==> config.mk <==
export PLATFORM = sky130hd
export DESIGN_NAME = hazard_controller
export DESIGN_NICKNAME = d
export VERILOG_FILES = /design/src/rtl/hazard_controller_pkg.sv /design/src/rtl/hazard_controller_slot_match.sv /design/src/rtl/hazard_controller.sv
export SDC_FILE = /design/constraint.sdc
export NUM_CORES = 1
export LEC_CHECK = 0
export CORE_UTILIZATION = 44
export CTS_CLUSTER_DIAMETER = 150
export DETAILED_ROUTE_END_ITERATION = 12
export PLACE_DENSITY = 0.83
export RECOVER_POWER = 100
export SETUP_SLACK_MARGIN = 0.1
export SYNTH_ARGS = -nofsm -noshare
export SYNTH_HDL_FRONTEND = slang
export SYNTH_SLANG_ARGS = --single-unit
==> constraint.sdc <==
create_clock -name clk -period 2.2 [get_ports clk]
set_input_delay 0.22 -clock clk [delete_from_list [all_inputs] [get_ports clk]]
set_output_delay 0.22 -clock clk [all_outputs]
set_load 0.01 [all_outputs]
==> src/rtl/hazard_controller_pkg.sv <==
// Shared definitions for the RV32I hazard controller: EX operand select
// codes, controller state encodings and the in-flight slot record.
package hazard_controller_pkg;

   localparam int RD_W  = 5;
   localparam int CNT_W = 3;

   localparam logic [1:0] SEL_REG = 2'b00;
   localparam logic [1:0] SEL_MEM = 2'b01;
   localparam logic [1:0] SEL_WB  = 2'b10;

   typedef enum logic [1:0] {
      ST_RUN      = 2'b00,
      ST_LDSTALL  = 2'b01,
      ST_REDIRECT = 2'b10
   } state_e;

   typedef struct packed {
      logic            valid;
      logic [RD_W-1:0] rd;
      logic            we;
      logic            is_load;
   } slot_t;

   // Youngest producer wins: a hit in the EX slot shadows one in MEM.
   function automatic logic [1:0] fwd_sel(input logic ex_hit, input logic mem_hit);
      if (ex_hit)       return SEL_MEM;
      else if (mem_hit) return SEL_WB;
      else              return SEL_REG;
   endfunction

endpackage

==> src/rtl/hazard_controller_slot_match.sv <==
// Compares one ID source register against one in-flight slot. x0 never
// matches because it is hardwired to zero and needs no forwarding.
module hazard_slot_match
   import hazard_controller_pkg::*;
(
   input  slot_t           slot_i,
   input  logic [RD_W-1:0] rs_i,
   input  logic            use_i,
   output logic            match_o
);

   assign match_o = slot_i.valid & slot_i.we & (slot_i.rd != '0)
                    & (slot_i.rd == rs_i) & use_i;

endmodule

==> src/rtl/hazard_controller.sv <==
// Pipeline hazard controller: tracks destinations in EX/MEM/WB, registers
// the EX operand forwarding selects, inserts a load-use bubble and squashes
// younger work on a misprediction.
//
// state       | meaning
// ------------+-----------------------------------------------------------
// ST_RUN      | normal issue; forwarding and hazard detection active
// ST_LDSTALL  | one cycle after a load-use bubble; load now sits in MEM
// ST_REDIRECT | extra flush cycles after a redirect; ID and EX check ignored
module hazard_controller
   import hazard_controller_pkg::*;
#(
   parameter int FLUSH_CYCLES = 1,
   parameter int REG_W        = RD_W
) (
   input  logic             clk,
   input  logic             reset,
   input  logic             id_valid_i,
   input  logic [REG_W-1:0] id_rs1_i,
   input  logic [REG_W-1:0] id_rs2_i,
   input  logic             id_use_rs1_i,
   input  logic             id_use_rs2_i,
   input  logic [REG_W-1:0] id_rd_i,
   input  logic             id_we_i,
   input  logic             id_is_load_i,
   input  logic             ex_is_valid_i,
   output logic [1:0]       A_sel_o,
   output logic [1:0]       B_sel_o,
   output logic             stall_o,
   output logic             bubble_ex_o,
   output logic             flush_if_id_o,
   output logic             redirect_o,
   output logic [1:0]       busy_state_o
);

   localparam logic [CNT_W-1:0] FLUSH_LOAD = CNT_W'(FLUSH_CYCLES - 1);

   state_e           state_q, state_d;
   logic [CNT_W-1:0] cnt_q, cnt_d;
   slot_t            ex_q, mem_q, wb_q, ex_d;
   logic [1:0]       a_sel_q, b_sel_q, a_sel_d, b_sel_d;

   logic a_ex, b_ex, a_mem, b_mem;
   logic in_redir, mispred, load_use, stall, flush, bubble;

   hazard_slot_match u_a_ex  (.slot_i(ex_q),  .rs_i(id_rs1_i), .use_i(id_use_rs1_i), .match_o(a_ex));
   hazard_slot_match u_b_ex  (.slot_i(ex_q),  .rs_i(id_rs2_i), .use_i(id_use_rs2_i), .match_o(b_ex));
   hazard_slot_match u_a_mem (.slot_i(mem_q), .rs_i(id_rs1_i), .use_i(id_use_rs1_i), .match_o(a_mem));
   hazard_slot_match u_b_mem (.slot_i(mem_q), .rs_i(id_rs2_i), .use_i(id_use_rs2_i), .match_o(b_mem));

   // Hazard decode, next state and next slot/select contents.
   always_comb begin
      state_d  = state_q;
      cnt_d    = cnt_q;
      in_redir = (state_q == ST_REDIRECT);
      mispred  = !in_redir && ex_q.valid && !ex_is_valid_i;
      load_use = !in_redir && id_valid_i && ex_q.is_load && (a_ex || b_ex);
      stall    = load_use && !mispred;
      flush    = in_redir || mispred;
      bubble   = flush || stall;

      case (state_q)
         ST_RUN: begin
            if (mispred) begin
               if (FLUSH_CYCLES > 1) begin
                  state_d = ST_REDIRECT;
                  cnt_d   = FLUSH_LOAD;
               end else begin
                  state_d = ST_RUN;
               end
            end else if (stall) begin
               state_d = ST_LDSTALL;
            end else begin
               state_d = ST_RUN;
            end
         end
         ST_LDSTALL: begin
            state_d = ST_RUN;
            if (mispred && (FLUSH_CYCLES > 1)) begin
               state_d = ST_REDIRECT;
               cnt_d   = FLUSH_LOAD;
            end
         end
         ST_REDIRECT: begin
            cnt_d = cnt_q - CNT_W'(1);
            if (cnt_q <= CNT_W'(1)) begin
               state_d = ST_RUN;
               cnt_d   = '0;
            end
         end
         default: begin
            state_d = ST_RUN;
            cnt_d   = '0;
         end
      endcase

      ex_d    = '0;
      a_sel_d = SEL_REG;
      b_sel_d = SEL_REG;
      if (id_valid_i && !bubble) begin
         ex_d.valid   = 1'b1;
         ex_d.rd      = id_rd_i;
         ex_d.we      = id_we_i;
         ex_d.is_load = id_is_load_i;
         a_sel_d      = fwd_sel(a_ex, a_mem);
         b_sel_d      = fwd_sel(b_ex, b_mem);
      end
   end

   // State, flush counter, tracking slots and registered selects.
   always_ff @(posedge clk or negedge reset) begin
      if (!reset) begin
         state_q <= ST_RUN;
         cnt_q   <= '0;
         ex_q    <= '0;
         mem_q   <= '0;
         wb_q    <= '0;
         a_sel_q <= SEL_REG;
         b_sel_q <= SEL_REG;
      end else begin
         state_q <= state_d;
         cnt_q   <= cnt_d;
         wb_q    <= mem_q;
         mem_q   <= ex_q;
         ex_q    <= ex_d;
         a_sel_q <= a_sel_d;
         b_sel_q <= b_sel_d;
      end
   end

   // Combinational controls are forced low while reset is held.
   assign stall_o       = reset & stall;
   assign bubble_ex_o   = reset & bubble;
   assign flush_if_id_o = reset & flush;
   assign redirect_o    = reset & mispred;
   assign A_sel_o       = a_sel_q;
   assign B_sel_o       = b_sel_q;
   assign busy_state_o  = state_q;

endmodule

; ---- Word-level counts from Yosys, hierarchy flattened
; Cells that the tools add are included.
[op_classes]
add_sub_neg = 1
mul = 0
n_div = 0
order_cmp = 1
eq_ne = 7
n_shift = 0
muxes = 13
bitwise = 16
n_reduce_logical = 18
[ops]
columns = operator, n
row1 = $eq A5 B5 Y1, 4
row2 = $and A1 B1 Y1, 16
row3 = $mux W2, 7
row4 = $reduce_bool A5 Y1, 2
row5 = $mux W8, 1
row6 = $logic_and A1 B1 Y1, 7
row7 = $pmux W3 S2, 1
row8 = $logic_not A1 Y1, 4
row9 = $pmux W2 S2, 1
row10 = $le A3 B1 Y1 const B, 1
row11 = $logic_or A1 B1 Y1, 3
row12 = $mux W3, 1
row13 = $sub A3 B1 Y3 const B, 1
row14 = $eq A2 B1 Y1 const B, 1
row15 = $eq A2 B2 Y1 const B, 1
row16 = $logic_not A2 Y1, 1
row17 = $mux W1, 2
row18 = $ne A2 B1 Y1 const B, 1
row19 = $reduce_or A2 Y1, 1
[word_totals]
ff_bits = 24
latch_bits = 0
mem_bits_rw = 0
rom_bits = 0
in_bits = 23
output_inout_bits = 10
wordCells = 67
memories = 0

; ---- Longest topological paths before layout
[depth]
word_depth = 11
ltp_mapped = 5
ltp_nobuf = 4

; ---- Hierarchy
; A second synthesis with hierarchy kept.
[unflattened]
cells_unflattened = 87
hier_area_um2 = 1068.5
[by_module_without_submodules]
columns = module, n_inst, cells_per_inst, area_each_um2, seq_area_each_um2
row1 = hazard_controller, 1, 47, 753.2, 525.5
row2 = hazard_slot_match, 4, 10, 78.8, 0.0

; ---- Worst setup path before layout
; OpenSTA, ideal clock, no wires.
[synth_timing]
path_type = reg-to-output
from = reg ex_q[2] (netlist name)
to = out stall_o
arrival_time_ps = 1661
required_time_ps = 1980
slack_ps = 319
stages_incl_launch_ff = 6
path_buffers = 1
path_cell_list = dfrtp_1 > or4_4 > o211a_1 > and2_1 > buf_6 > and4_1
[synth_via]
elab_chain_cells = 8
word_cells_on_any_way = 12
cone_classes = eq/ne: 2 / bitwise: 6 / reduce/logical: 4
[synth_lines]
columns = item, line
row1 = start: declaration, hazard_controller.sv:40  ; slot_t ex_q, mem_q, wb_q, ex_d;
row2 = start signal: assignment, hazard_controller.sv:115  ; ex_q <= '0;
row3 = start signal: assignment, hazard_controller.sv:125  ; ex_q <= ex_d;
row4 = $reduce_bool A5 Y1, hazard_controller_slot_match.sv:12  ; assign match_o = slot_i.valid & slot_i.we & (slot_i.rd != '0)
row5 = $and A1 B1 Y1, hazard_controller_slot_match.sv:12
row6 = $and A1 B1 Y1 (2 in series), hazard_controller_slot_match.sv:13  ; & (slot_i.rd == rs_i) & use_i;
row7 = $logic_or A1 B1 Y1 (*), hazard_controller.sv:57  ; load_use = !in_redir && id_valid_i && ex_q.is_load && (a_ex || b_ex);
row8 = $logic_and A1 B1 Y1 (*), hazard_controller.sv:57
row9 = $logic_and A1 B1 Y1 (*), hazard_controller.sv:58  ; stall = load_use && !mispred;
row10 = $and A1 B1 Y1 (*), hazard_controller.sv:132  ; assign stall_o = reset & stall;
row11 = end: declaration, hazard_controller.sv:29  ; output logic stall_o,
; Every way passes the cells marked *; elsewhere a longest branch is shown, timed or not.

; ---- Worst setup path after layout
; Ends and elaborated chain as after synthesis.

==> impl_metrics.ini <==
[synth]
yosysTopAreaCellShare = 0.508
synth_flop_cell = dfrtp_1
yosys_warnings = 0
postSynthCellCount = 91
synth_commonest_cells = dfrtp_1 (20), xnor2_1 (12), nand2_1 (10), a21oi_1 (8), xor2_1 (8)
yosysUniqueCellTypes = 28
yosysTopAreaCell = dfrtp_1
ys_async_sr_fraction = 1.00
synthTopCellsByArea = dfrtp_1 (51%), xnor2_1 (11%), xor2_1 (7.1%)
synth.avg_cell_area_sq_um = 10.8
synth_edf_count = 0
synth_most_common_cell = dfrtp_1
synthesis.nets = 114
synth_area_sq_um = 986
ys_ff_latch = 20
ys_seq_area_frac = 0.508

[floorplan]
die_w_um = 49.3
ioPinCount = 33
coreArea_sq_um = 2040
die-area_sq_um = 2430
start_util = 0.483
die_h_um = 49.3
num_rows = 16

[power]
p_seq_frac = 0.555
p_per_area_nw_per_um2 = 494
power_switching_mw = 0.181
p_leak_nw = 0.650
p_clk_frac = 0.229
p_comb_frac = 0.216
power_mw = 0.716
switching_share = 0.253
vdd_ir_drop_max_mv = 0.372
cellInternalPower_mw = 0.535

[timing]
hold_violations = 0
timing.slew.headroom = 0.624
layout_setup_ws_ps = 52.9
period_needed_ps = 2150
finalSetupTns_ps = 0
holdWs_ps = 206
finClkSkew_ps = 8.84
tightest_slew_ps = 563
fmax_mhz = 466
slew_violations = 0
finalSetupViolCount = 0
post-route-period-util = 0.976
rsz0062_at_grt = true

[critical_path]
crit_fanout = 3
criticalPathCategory = flip-flop to output pin
reg2reg_depth = 5
start_kind = flip-flop
cp.arrival_ps = 1930
r2r-start = ex_q[5]
r2r-end = B_sel_o[1]
reg2reg_setup_slack_ps = 260
crit_chain = clkbuf_4, clkbuf_1, xnor2_1, nand4_1, o22ai_2, and4_1, buf_2
end_kind = output pin
crit_required_ps = 1980
critical-path-max-stage-delay_ps = 390
worst_path_max_delay_cell = dfrtp_1

[job]
maxCapViolCount = 0

[clocking]
cts-root-buf = clkbuf_4
cts_tree = built
clock_latency_ps = 290
clk_pin_slew_worst_paths_ps = 100
cts_hold_buf = 0
clock_path_buffers = 2
cts-htree-levels = 1
numClockSinks = 20
numCtsBuffers = 3

[global_routing]
grt_max_degree = 12
grt_use_total = 0.204
grt_antenna_before_repair = 0
gr-total-overflow = 0
grt_pass1_wl_mm = 3.73
grt_pass1_vias = 894

[final_layout]
fin_area_sq_um = 1450
syn_to_final_growth_pct = 47.1
seq_area_sq_um = 500
utilization = 0.710
num-nets-final = 166
multi_input_area_sq_um = 462
fillers = 167
drive_gt1_frac = 0.163
fin_cells = 168
antenna_cells = 0

[placement]
place_ws_ps = -50.9
detailed_place_hpwl_mm = 1.77
placed_area_sq_um = 1420
portBuffers = 31
gp_congestion = 0.842
place_inst = 161

[drt]
wl_mm = 2.30
drc_errors = 0
vias = 873
drt_iter0_drc = 7
wl_per_cell_um = 13.7
ant_nets = 0
avgViaCountPerCell = 5.20
detail_route.first_pass.iterations = 4

[status]
status = finished clean

[min_path]
hold_class = input port to asynchronous set/reset pin
-- sequential cells by signal, summed over array words and instances (netlist names) --
register / cells
busy_state_o: 1
A_sel_o: 2
B_sel_o: 2
ex_q: 8
mem_q: 7
-- cells in the final DEF, fill, tap and decap left out, drive strengths merged, types with 2 or more instances in the layout --
master / synthesis / layout
clkdlybuf4s50: 0 / 21
dfrtp: 20 / 20
clkbuf: 0 / 14
xnor2: 12 / 12
buf: 4 / 11
nand2: 10 / 10
a21oi: 8 / 8
xor2: 8 / 8
dlygate4sd3: 0 / 8
nand4: 3 / 3
o22ai: 2 / 2
nor3: 2 / 2
nor3b: 2 / 2
nor4: 2 / 2
nand3: 2 / 2
a2111oi: 2 / 2
or4: 2 / 2
and2: 2 / 2
-- cells by family after synthesis --
| logic type | Yosys count | share of synthesized area |
|---|---|---|
| simple gates | 29 | 0.165 |
| xor+xnor | 20 | 0.178 |
| flops | 20 | 0.508 |
| compound gates | 16 | 0.112 |
| buf+inv | 5 | 0.0343 |
| other cells | 1 | 0.00380 |
-- routing by layer --
metal  global-route usage  part of all wire  up-vias  wire length, um
met3               0.0218             0.041        7               95
met2                0.381              0.53       33             1220
li1                     -                 -      424                -
met1                0.232              0.41      409              953
met4               0.0833             0.016        0               38
met5                    0                 0        -                0
-- worst max-delay path: cells and delay by family, from the launching register on --
family,cells,cell delay [ps]
and+or+nand+nor,2,440
AOI/OAI and AO/OA,1,250
xor gates and xnor gates,1,180
DFF,1,390
buffers and inverters,3,390
-- how the worst max path moves through the flow --
stage                start       to  cells after the start
2_1_floorplan      ex_q[2]  stall_o                      5
3_3_place_gp   id_rs2_i[4]  stall_o                      6
3_5_place_dp   id_rs2_i[4]  stall_o                      6
4_1_cts            ex_q[5]  stall_o                      5
5_1_grt            ex_q[2]  stall_o                      7
6_report           ex_q[2]  stall_o                      7
-- power by group through the flow --
| stage | Sequential, mW | Clock [mW] | Combinational [mW] |
|---|---|---|---|
| 4_1_cts | 0.398 | 0.171 | 0.157 |
| 3_3_place_gp | 0.404 | 0 | 0.147 |
| 2_1_floorplan | 0.404 | 0 | 0.0625 |
| 5_1_grt | 0.399 | 0.189 | 0.169 |
| 6_report | 0.397 | 0.164 | 0.155 |
| 3_5_place_dp | 0.405 | 0 | 0.152 |
-- layout make-up --
type,count,share of cell area
multi-input cells,66,0.318
clock buffers,3,0.0155
repair buffers,51,0.295
flip-flops and latches,20,0.345
inverters,1,0.00259
well taps,27,0.0233
-- what timing repair did --
action	4_1_cts	5_1_grt
pin swaps	3	2
setup buffers	3	1
endpoints found under the setup margin	2	2
gates resized for setup	9	2
hold endpoints to repair	0	0
Power figures use the tool's default switching activity.
